===== config.mk =====
export PLATFORM = sky130hd
export DESIGN_NAME = refresh_issue_tracker
export DESIGN_NICKNAME = d
export VERILOG_FILES = /design/src/rtl/ddr_ref_pkg.sv /design/src/rtl/sat_updown_counter.sv /design/src/rtl/refresh_issue_tracker.sv
export SDC_FILE = /design/constraint.sdc
export NUM_CORES = 1
export LEC_CHECK = 0
export ABC_AREA = 1
export CAP_MARGIN = 5
export CORE_MARGIN = 2
export CORE_UTILIZATION = 28
export CTS_BUF_LIST = sky130_fd_sc_hd__clkbuf_2
export DETAILED_ROUTE_END_ITERATION = 16
export PLACE_DENSITY = 0.47
export RECOVER_POWER = 50
export SLEW_MARGIN = 10
export SYNTH_ARGS = -nofsm -noshare
export SYNTH_HDL_FRONTEND = slang
export SYNTH_HIERARCHICAL = 1
export SYNTH_SLANG_ARGS = --single-unit

===== constraint.sdc =====
create_clock -name clk_1024khz -period 2.3 [get_ports clk_1024khz]
set_clock_uncertainty 0.05 [all_clocks]
set_input_delay 0.345 -clock clk_1024khz [delete_from_list [all_inputs] [get_ports clk_1024khz]]
set_output_delay 0.345 -clock clk_1024khz [all_outputs]
set_load 0.005 [all_outputs]

===== src/rtl/ddr_ref_pkg.sv =====
// Shared DDR refresh types and defaults for the refresh controller and the issue tracker.
// The postpone limit defaults here are shared with the refresh controller.
package ddr_ref_pkg;

    // IDLE: nothing owed | REQ: refresh presented | GAP: post-ack spacing
    typedef enum logic [1:0] {
        IDLE = 2'd0,
        REQ  = 2'd1,
        GAP  = 2'd2
    } ref_trk_state_t;

    localparam int REF_CNT_W         = 4;
    localparam int DEF_MAX_PENDING   = 8;
    localparam int DEF_URGENT_THRESH = 6;

endpackage


===== src/rtl/sat_updown_counter.sv =====
// Saturating up/down counter; simultaneous up and down cancel, o_ovf flags an up lost at the ceiling.
// o_count_next exposes the value the counter takes at the next edge.
module sat_updown_counter #(
    parameter int W       = 4,
    parameter int MAX_VAL = 8
) (
    input  logic         clk_1024khz,
    input  logic         rstn,
    input  logic         i_inc,
    input  logic         i_dec,
    output logic [W-1:0] o_count,
    output logic [W-1:0] o_count_next,
    output logic         o_ovf
);

    logic [W-1:0] r_count;
    logic [W-1:0] w_next;
    logic         w_ovf;

    always_comb begin
        w_next = r_count;
        w_ovf  = 1'b0;
        if (i_inc && !i_dec) begin
            if (r_count >= W'(MAX_VAL)) begin
                w_ovf = 1'b1;
            end else begin
                w_next = r_count + W'(1);
            end
        end else if (!i_inc && i_dec) begin
            if (r_count != '0) begin
                w_next = r_count - W'(1);
            end
        end
    end

    always_ff @(posedge clk_1024khz) begin
        if (!rstn) begin
            r_count <= '0;
        end else begin
            r_count <= w_next;
        end
    end

    assign o_count      = r_count;
    assign o_count_next = w_next;
    assign o_ovf        = w_ovf;

endmodule


===== src/rtl/refresh_issue_tracker.sv =====
// Turns ref_do pulses into owed-refresh credits and issues them one by one over valid/ack.
// Define REF_TRACKER_STATS_EN to add the stat_issued / stat_peak counters.
module refresh_issue_tracker
    import ddr_ref_pkg::*;
#(
    parameter int MAX_PENDING    = DEF_MAX_PENDING,
    parameter int URGENT_THRESH  = DEF_URGENT_THRESH,
    parameter int GAP_CYCLES     = 1,
    parameter int TIMEOUT_CYCLES = 64
) (
    input  logic                 clk_1024khz,
    input  logic                 rstn,
    input  logic                 ref_do,
    input  logic                 ref_ack,
    output logic                 ref_valid,
    output logic                 ref_urgent,
    output logic [REF_CNT_W-1:0] pending,
    output logic                 err_overflow,
`ifdef REF_TRACKER_STATS_EN
    output logic                 err_timeout,
    output logic [15:0]          stat_issued,
    output logic [3:0]           stat_peak
`else
    output logic                 err_timeout
`endif
);

    localparam int GAP_W = (GAP_CYCLES > 1) ? $clog2(GAP_CYCLES) : 1;
    localparam int TMO_W = (TIMEOUT_CYCLES > 0) ? $clog2(TIMEOUT_CYCLES + 1) : 1;
    localparam logic [GAP_W-1:0] GAP_INIT = GAP_W'((GAP_CYCLES > 0) ? GAP_CYCLES - 1 : 0);
    localparam logic [TMO_W-1:0] TMO_MAX  = TMO_W'(TIMEOUT_CYCLES);
    localparam logic [TMO_W-1:0] TMO_LAST = TMO_W'((TIMEOUT_CYCLES > 0) ? TIMEOUT_CYCLES - 1 : 0);

    ref_trk_state_t       r_state;
    logic                 r_valid;
    logic                 r_urgent;
    logic                 r_err_ovf;
    logic                 r_err_tmo;
    logic [GAP_W-1:0]     r_gap;
    logic [TMO_W-1:0]     r_tmo;

    logic                 w_dec;
    logic                 w_ovf;
    logic [REF_CNT_W-1:0] w_pending;
    logic [REF_CNT_W-1:0] w_pending_next;

    // A credit is only consumed by an ack that meets a presented refresh.
    assign w_dec = r_valid & ref_ack;

    sat_updown_counter #(
        .W       (REF_CNT_W),
        .MAX_VAL (MAX_PENDING)
    ) u_pending (
        .clk_1024khz  (clk_1024khz),
        .rstn         (rstn),
        .i_inc        (ref_do),
        .i_dec        (w_dec),
        .o_count      (w_pending),
        .o_count_next (w_pending_next),
        .o_ovf        (w_ovf)
    );

    always_ff @(posedge clk_1024khz) begin
        if (!rstn) begin
            r_state   <= IDLE;
            r_valid   <= 1'b0;
            r_urgent  <= 1'b0;
            r_err_ovf <= 1'b0;
            r_err_tmo <= 1'b0;
            r_gap     <= '0;
            r_tmo     <= '0;
        end else begin
            r_urgent <= (w_pending_next >= REF_CNT_W'(URGENT_THRESH));
            if (w_ovf) begin
                r_err_ovf <= 1'b1;
            end
            case (r_state)
                IDLE: begin
                    if (w_pending != '0) begin
                        r_state <= REQ;
                        r_valid <= 1'b1;
                    end
                end
                REQ: begin
                    if (ref_ack) begin
                        r_tmo <= '0;
                        if (GAP_CYCLES > 0) begin
                            r_state <= GAP;
                            r_valid <= 1'b0;
                            r_gap   <= GAP_INIT;
                        end else if (w_pending_next == '0) begin
                            r_state <= IDLE;
                            r_valid <= 1'b0;
                        end
                    end else begin
                        // Stalled handshake: valid stays up, counter sticks at the limit.
                        if (r_tmo != TMO_MAX) begin
                            r_tmo <= r_tmo + 1'b1;
                        end
                        if (r_tmo >= TMO_LAST) begin
                            r_err_tmo <= 1'b1;
                        end
                    end
                end
                GAP: begin
                    if (r_gap == '0) begin
                        if (w_pending != '0) begin
                            r_state <= REQ;
                            r_valid <= 1'b1;
                        end else begin
                            r_state <= IDLE;
                        end
                    end else begin
                        r_gap <= r_gap - 1'b1;
                    end
                end
                default: begin
                    r_state <= IDLE;
                    r_valid <= 1'b0;
                end
            endcase
        end
    end

`ifdef REF_TRACKER_STATS_EN
    logic [15:0] r_stat_issued;
    logic [3:0]  r_stat_peak;

    always_ff @(posedge clk_1024khz) begin
        if (!rstn) begin
            r_stat_issued <= '0;
            r_stat_peak   <= '0;
        end else begin
            if (w_dec) begin
                r_stat_issued <= r_stat_issued + 16'd1;
            end
            if (w_pending_next > r_stat_peak) begin
                r_stat_peak <= w_pending_next;
            end
        end
    end

    assign stat_issued = r_stat_issued;
    assign stat_peak   = r_stat_peak;
`endif

    assign ref_valid    = r_valid;
    assign ref_urgent   = r_urgent;
    assign pending      = w_pending;
    assign err_overflow = r_err_ovf;
    assign err_timeout  = r_err_tmo;

endmodule


==> flow_metrics.py, run 1 <==
metrics = {
    "run_status": {
        "run_status": "complete, no violations",
    },
    "layout": {
        "finalNetCount": 193,
        "fin_cells": 232,
        "fillerInstances": 425,
        "drive_above_1_share_pct": 14.13,
        "finish.utilization_pct": 34.16,
        "antennaDiodeCount": 0,
        "area_growth_syn_to_layout_pct": 15.88,
    },
    "floorplan": {
        "start_util_pct": 29.48,
        "die-height_um": 66.32,
        "dieArea_um2": 4398,
        "std_cell_rows": 22,
        "top_level_ports": 12,
        "die_w_um": 66.32,
        "placeable_core_area_um2": 3689,
    },
    "placed_design": {
        "buffer_ports.inserted": 11,
        "globalplace.congestion": 0.8387,
        "dp.cells": 228,
        "dp_hpwl_mm": 1.874,
    },
    "sta": {
        "min_period_over_period_pct": 80.86,
        "setup_viol": 0,
        "max_slew_margin_pct": 52.97,
        "setup-tns-final_ps": 0,
        "finalHoldViolations": 0,
        "period_needed_ps": 1860,
        "grt_setup_unrepaired": "false",
        "final_count_of_pins_violating_max_slew": 0,
        "post_route_worst_hold_slack_ps": 411.2,
        "timing_worst_slew_pin_value_ps": 702.8,
        "max_freq_ghz": 0.5377,
    },
    "global_routing": {
        "wire_length_of_the_first_global_routing_pass_mm": 4.298,
        "globalRouteOverflowTotal": 0,
        "grt_pass1_vias": 972,
        "antenna_found_initial": 0,
        "grt_use_total_pct": 12.81,
        "grt_start_max_net_pins": 11,
    },
    "critical_path": {
        "critical_path.most_common_cell": "sky130_fd_sc_hd__nor2_1",
        "critPathMaxFanout": 9,
        "critical_path_source": "r_state[0]$_SDFFE_PN0P_",
        "worst-setup-path-type": "flop to flop",
        "worstReg2RegStart": "r_state[0]$_SDFFE_PN0P_",
        "worst_setup_path_start_kind": "flop",
        "slowest_stage": "sky130_fd_sc_hd__nor2_1",
        "crit_path_end_kind": "flop",
        "arrival_ps": 2070,
        "critPathMaxStageDelay_ps": 530,
        "crit_path_cell_trace": "inv_2, nor2_1, inv_1, nor2_1, nand3_1, a21oi_2",
        "timing.critical_path.required_ps": 2510,
    },
    "detailed_routing": {
        "via_per_inst": 4.496,
        "routed_wire_length_per_instance_um": 10.41,
        "detailroute.via_count": 1043,
        "route.antenna.remaining_nets": 0,
        "route.final.wire_length_mm": 2.415,
        "dr.pass1.iters": 4,
        "drc": 0,
        "drt_first_iter_violations": 54,
    },
    "cts": {
        "clk_latency_ps": 310,
        "inserted_clock_buffers": 3,
        "post_cts_buffers": 0,
        "clock_path_buffers": 2,
        "root_buffer": "sky130_fd_sc_hd__clkbuf_2",
        "clock-sinks": 17,
        "cts_htree_levels": 1,
        "ctsHoldBuffers": 0,
        "clkSlewWorstSetupHoldPaths_ps": 180,
        "cts_tree": "done",
        "post_cts.resized_instances": 0,
    },
    "yosys": {
        "avgSynthCellArea_um2": 6.434,
        "synth.net_count": 177,
        "ys.warnings.count": 6,
        "syn-cell-area_um2": 1087,
        "synth_cells": 169,
    },
    "job": {
        "max_cap_viols": 0,
    },
    "min_path": {
        "hold_class": "flop to flop",
        "hp-start": "err_timeout$_SDFFE_PN0P_",
    },
    "power": {
        "irDropWorstVdd_v": 0.0002493,
        "fin_total_pwr_w": 0.0006838,
        "power.static_leakage_nw": 0.5728,
        "pwr_density_cell_nw_per_um2": 542.7,
    },
}
[through the flow]
step           worst slack, ps  cell area (um^2)
6_report                 440.3              1260
5_1_grt                  223.5              1260
4_1_cts                  514.8              1277
3_5_place_dp             327.9              1257
3_3_place_gp             349.3              1257
2_1_floorplan            908.0              1087
[critical path, delay by kind of cell (launching register included)]
family	cells	cell delay, ps
AO/OA/AOI/OAI	1	150
buffers and inverters	2	250
flip-flops	1	370
AND/OR/NAND/NOR	3	990
[final timing paths]
kind / to / slack [ps] / cells after the start
hold reg to reg: err_timeout$_SDFFE_PN0P_ / 410 / 2
setup reg to reg: r_tmo[1]$_SDFFE_PN0P_ / 440 / 6
setup / recovery: r_tmo[1]$_SDFFE_PN0P_ / 440 / 6
hold / removal: err_timeout$_SDFFE_PN0P_ / 410 / 2
[cell type report]
| class | instances | area (um^2) | share of cell area (%) |
|---|---|---|---|
| clock buffers | 3 | 15.01 | 1.192 |
| clock inverters | 1 | 5.005 | 0.3972 |
| inverters | 32 | 120.1 | 9.533 |
| multi-input cells | 120 | 609.3 | 48.36 |
| flip-flops and latches | 17 | 340.3 | 27.01 |
| well taps | 48 | 60.06 | 4.767 |
| repair buffers | 11 | 110.1 | 8.739 |
[registers in the layout (all words and copies together), names as in the netlist]
name,cells
r_tmo,7
r_state,2
u_pending/o_count,4
err_timeout,1
ref_valid,1
ref_urgent,1
err_overflow,1
[cell usage in the layout (no fill, tap or decap), drive strengths merged]
cell and instances:
a21oi 12, nand3 20, nor3 1, nor2 28, ha 4, clkinv 2, inv 31, o21ai 4
nand2 47, clkdlybuf4s50 9, clkbuf 3, dlygate4sd3 2, dfxtp 17, nand4 4
[metal layers]
metal  up-vias  global-route usage, %  wire [um]  part of all wire [%]
met3         4                  4.429         96                   4.0
met5         -                      0          0                     0
li1        559                      -          -                     -
met4         0                  5.102         35                   1.4
met2        22                  19.00       1003                    42
met1       458                  16.84       1279                    53
[report_power, final]
part | switching, W | internal (W) | leakage, nW
Sequential | 0.0000227 | 0.000316 | 0.138
Clock | 0.000107 | 0.0000394 | 0.0164
Combinational | 0.000120 | 0.0000791 | 0.418
Total | 0.000249 | 0.000435 | 0.573
No activity file was read; power rests on OpenSTA's default activity.
==> inputs of run 2 (changes only) <==
clock period = 1.8 ns   (was 2.3 ns; I/O delays follow)
==> flow_metrics.py, run 2 (synthesized netlist as in run 1, its figures left out) <==
metrics = {
    "sta": {
        "postLayoutSetupSlackWorst_ps": 128.1,
        "timing_worst_slew_pin_value_ps": 402.5,
        "setup-tns-final_ps": 0,
        "max_slew_margin_pct": 73.07,
        "finalHoldViolations": 0,
        "period_needed_ps": 1672,
        "max_freq_ghz": 0.5981,
        "setup_viol": 0,
        "grt_setup_unrepaired": "false",
        "min_period_over_period_pct": 92.88,
        "final_count_of_pins_violating_max_slew": 0,
    },
    "cts": {
        "post_cts_buffers": 0,
        "inserted_clock_buffers": 3,
        "clock_path_buffers": 2,
        "cts_htree_levels": 1,
        "root_buffer": "sky130_fd_sc_hd__clkbuf_2",
        "ctsHoldBuffers": 0,
        "clkSlewWorstSetupHoldPaths_ps": 170,
        "cts_tree": "done",
        "clk_latency_ps": 310,
        "post_cts.resized_instances": 0,
        "clock-sinks": 17,
    },
    "floorplan": {
        "placeable_core_area_um2": 3689,
        "std_cell_rows": 22,
        "die_w_um": 66.32,
        "die-height_um": 66.32,
        "start_util_pct": 29.48,
        "top_level_ports": 12,
        "dieArea_um2": 4398,
    },
    "min_path": {
        "hold_path_end": "err_timeout$_SDFFE_PN0P_",
        "hold_class": "flop to flop",
        "hp-start": "err_timeout$_SDFFE_PN0P_",
        "worstHoldPathCells": 2,
    },
    "placed_design": {
        "detailedPlace.worstSlack_ps": -1.827,
        "globalplace.congestion": 0.7964,
        "dp_hpwl_mm": 1.828,
        "buffer_ports.inserted": 11,
        "post_dp_cell_area_um2": 1265,
    },
    "layout": {
        "largest_register_ff_count": 7,
        "most_frequent_cells_in_the_layout": "sky130_fd_sc_hd__nand2_1 (43), sky130_fd_sc_hd__nor2_1 (26), sky130_fd_sc_hd__inv_1 (25)",
        "final_common_cell": "sky130_fd_sc_hd__nand2_1",
        "finalNetCount": 194,
        "registers.top_by_ff_count": "r_tmo",
        "drive_above_1_share_pct": 12.43,
        "design_area_um2": 1244,
        "antennaDiodeCount": 0,
        "finish.utilization_pct": 33.72,
        "area_growth_syn_to_layout_pct": 14.38,
    },
    "power": {
        "irDropWorstVdd_v": 0.0002666,
        "power.static_leakage_nw": 0.5690,
        "pwr_density_cell_nw_per_um2": 690.6,
    },
    "global_routing": {
        "wire_length_of_the_first_global_routing_pass_mm": 3.939,
        "antenna_found_initial": 0,
        "globalRouteOverflowTotal": 0,
        "grt_use_total_pct": 11.83,
        "grt_pass1_vias": 903,
        "grt_start_max_net_pins": 11,
    },
    "critical_path": {
        "worstReg2RegStart": "u_pending/o_count[0]$_SDFF_PN0_",
        "ff2ff_path_depth": 8,
        "worst-setup-path-type": "flop to output pin",
        "arrival_ps": 1350,
        "critical_path.reg2reg.endpoint": "ref_urgent$_SDFF_PN0_",
        "worst_setup_path_start_kind": "flop",
        "path_delay_family": "buffers and inverters",
        "slowest_stage": "sky130_fd_sc_hd__clkdlybuf4s50_1",
        "setup.reg_to_reg.worst_slack_ps": 220,
        "crit_path_end_kind": "output pin",
        "critPathBufInv": 1,
        "timing.critical_path.required_ps": 1480,
        "critPathMaxStageDelay_ps": 550,
        "crit_path_cell_trace": "clkdlybuf4s50_1",
        "critPathMaxFanout": 8,
    },
    "detailed_routing": {
        "drc": 0,
        "via_per_inst": 4.468,
        "route.final.wire_length_mm": 2.356,
        "drt_first_iter_violations": 40,
        "route.antenna.remaining_nets": 0,
        "routed_wire_length_per_instance_um": 10.11,
        "dr.pass1.iters": 4,
        "detailroute.via_count": 1041,
    },
    "job": {
        "max_cap_viols": 0,
    },
    "run_status": {
        "run_status": "complete, no violations",
    },
}
==> run 2: routing by layer <==
metal	track usage, %	routed length, um
met1	15.84	1280
met2	17.25	946
met3	4.089	90
met4	4.592	38
met5	0	0
==> run 2: report_power, final <==
group          leakage [nW]  internal [W]  switching [W]
Combinational         0.414     0.0000983       0.000145
Sequential            0.138      0.000404      0.0000293
Clock                0.0164     0.0000503       0.000132
==> run 2: how the worst max path moves through the flow <==
stage	startpoint	end	slack [ps]	cells past startpoint
CTS	u_pending/o_count[2]$_SDFF_PN0_	pending[2]	110	1
finish	u_pending/o_count[2]$_SDFF_PN0_	pending[2]	130	1
global placement	ref_ack	ref_urgent$_SDFF_PN0_	30	12
detailed placement	ref_ack	ref_urgent$_SDFF_PN0_	-2	12
floorplan	u_pending/o_count[0]$_SDFF_PN0_	ref_urgent$_SDFF_PN0_	410	8
global route	u_pending/o_count[2]$_SDFF_PN0_	pending[2]	40	1
==> run 2: final cells by class <==
| type | instances | area, um^2 |
|---|---|---|
| clock buffers | 3 | 15.01 |
| multi-input cells | 120 | 585.6 |
| clock inverters | 1 | 5.005 |
| repair buffers | 12 | 117.6 |
| well taps | 48 | 60.06 |
| fillers | 413 | 2445 |
| flip-flops and latches | 17 | 340.3 |
| inverters | 32 | 120.1 |
==> run 2: per-stage QoR <==
step | instances | power, W | hold WS, ps
floorplan | 169 | 0.0006179 | 349.6
global placement | 229 | 0.0007063 | 390.6
detailed placement | 229 | 0.0007048 | 391.4
CTS | 233 | 0.0008940 | 414.3
global route | 233 | 0.0009202 | 441.8
finish | 233 | 0.0008589 | 410.0
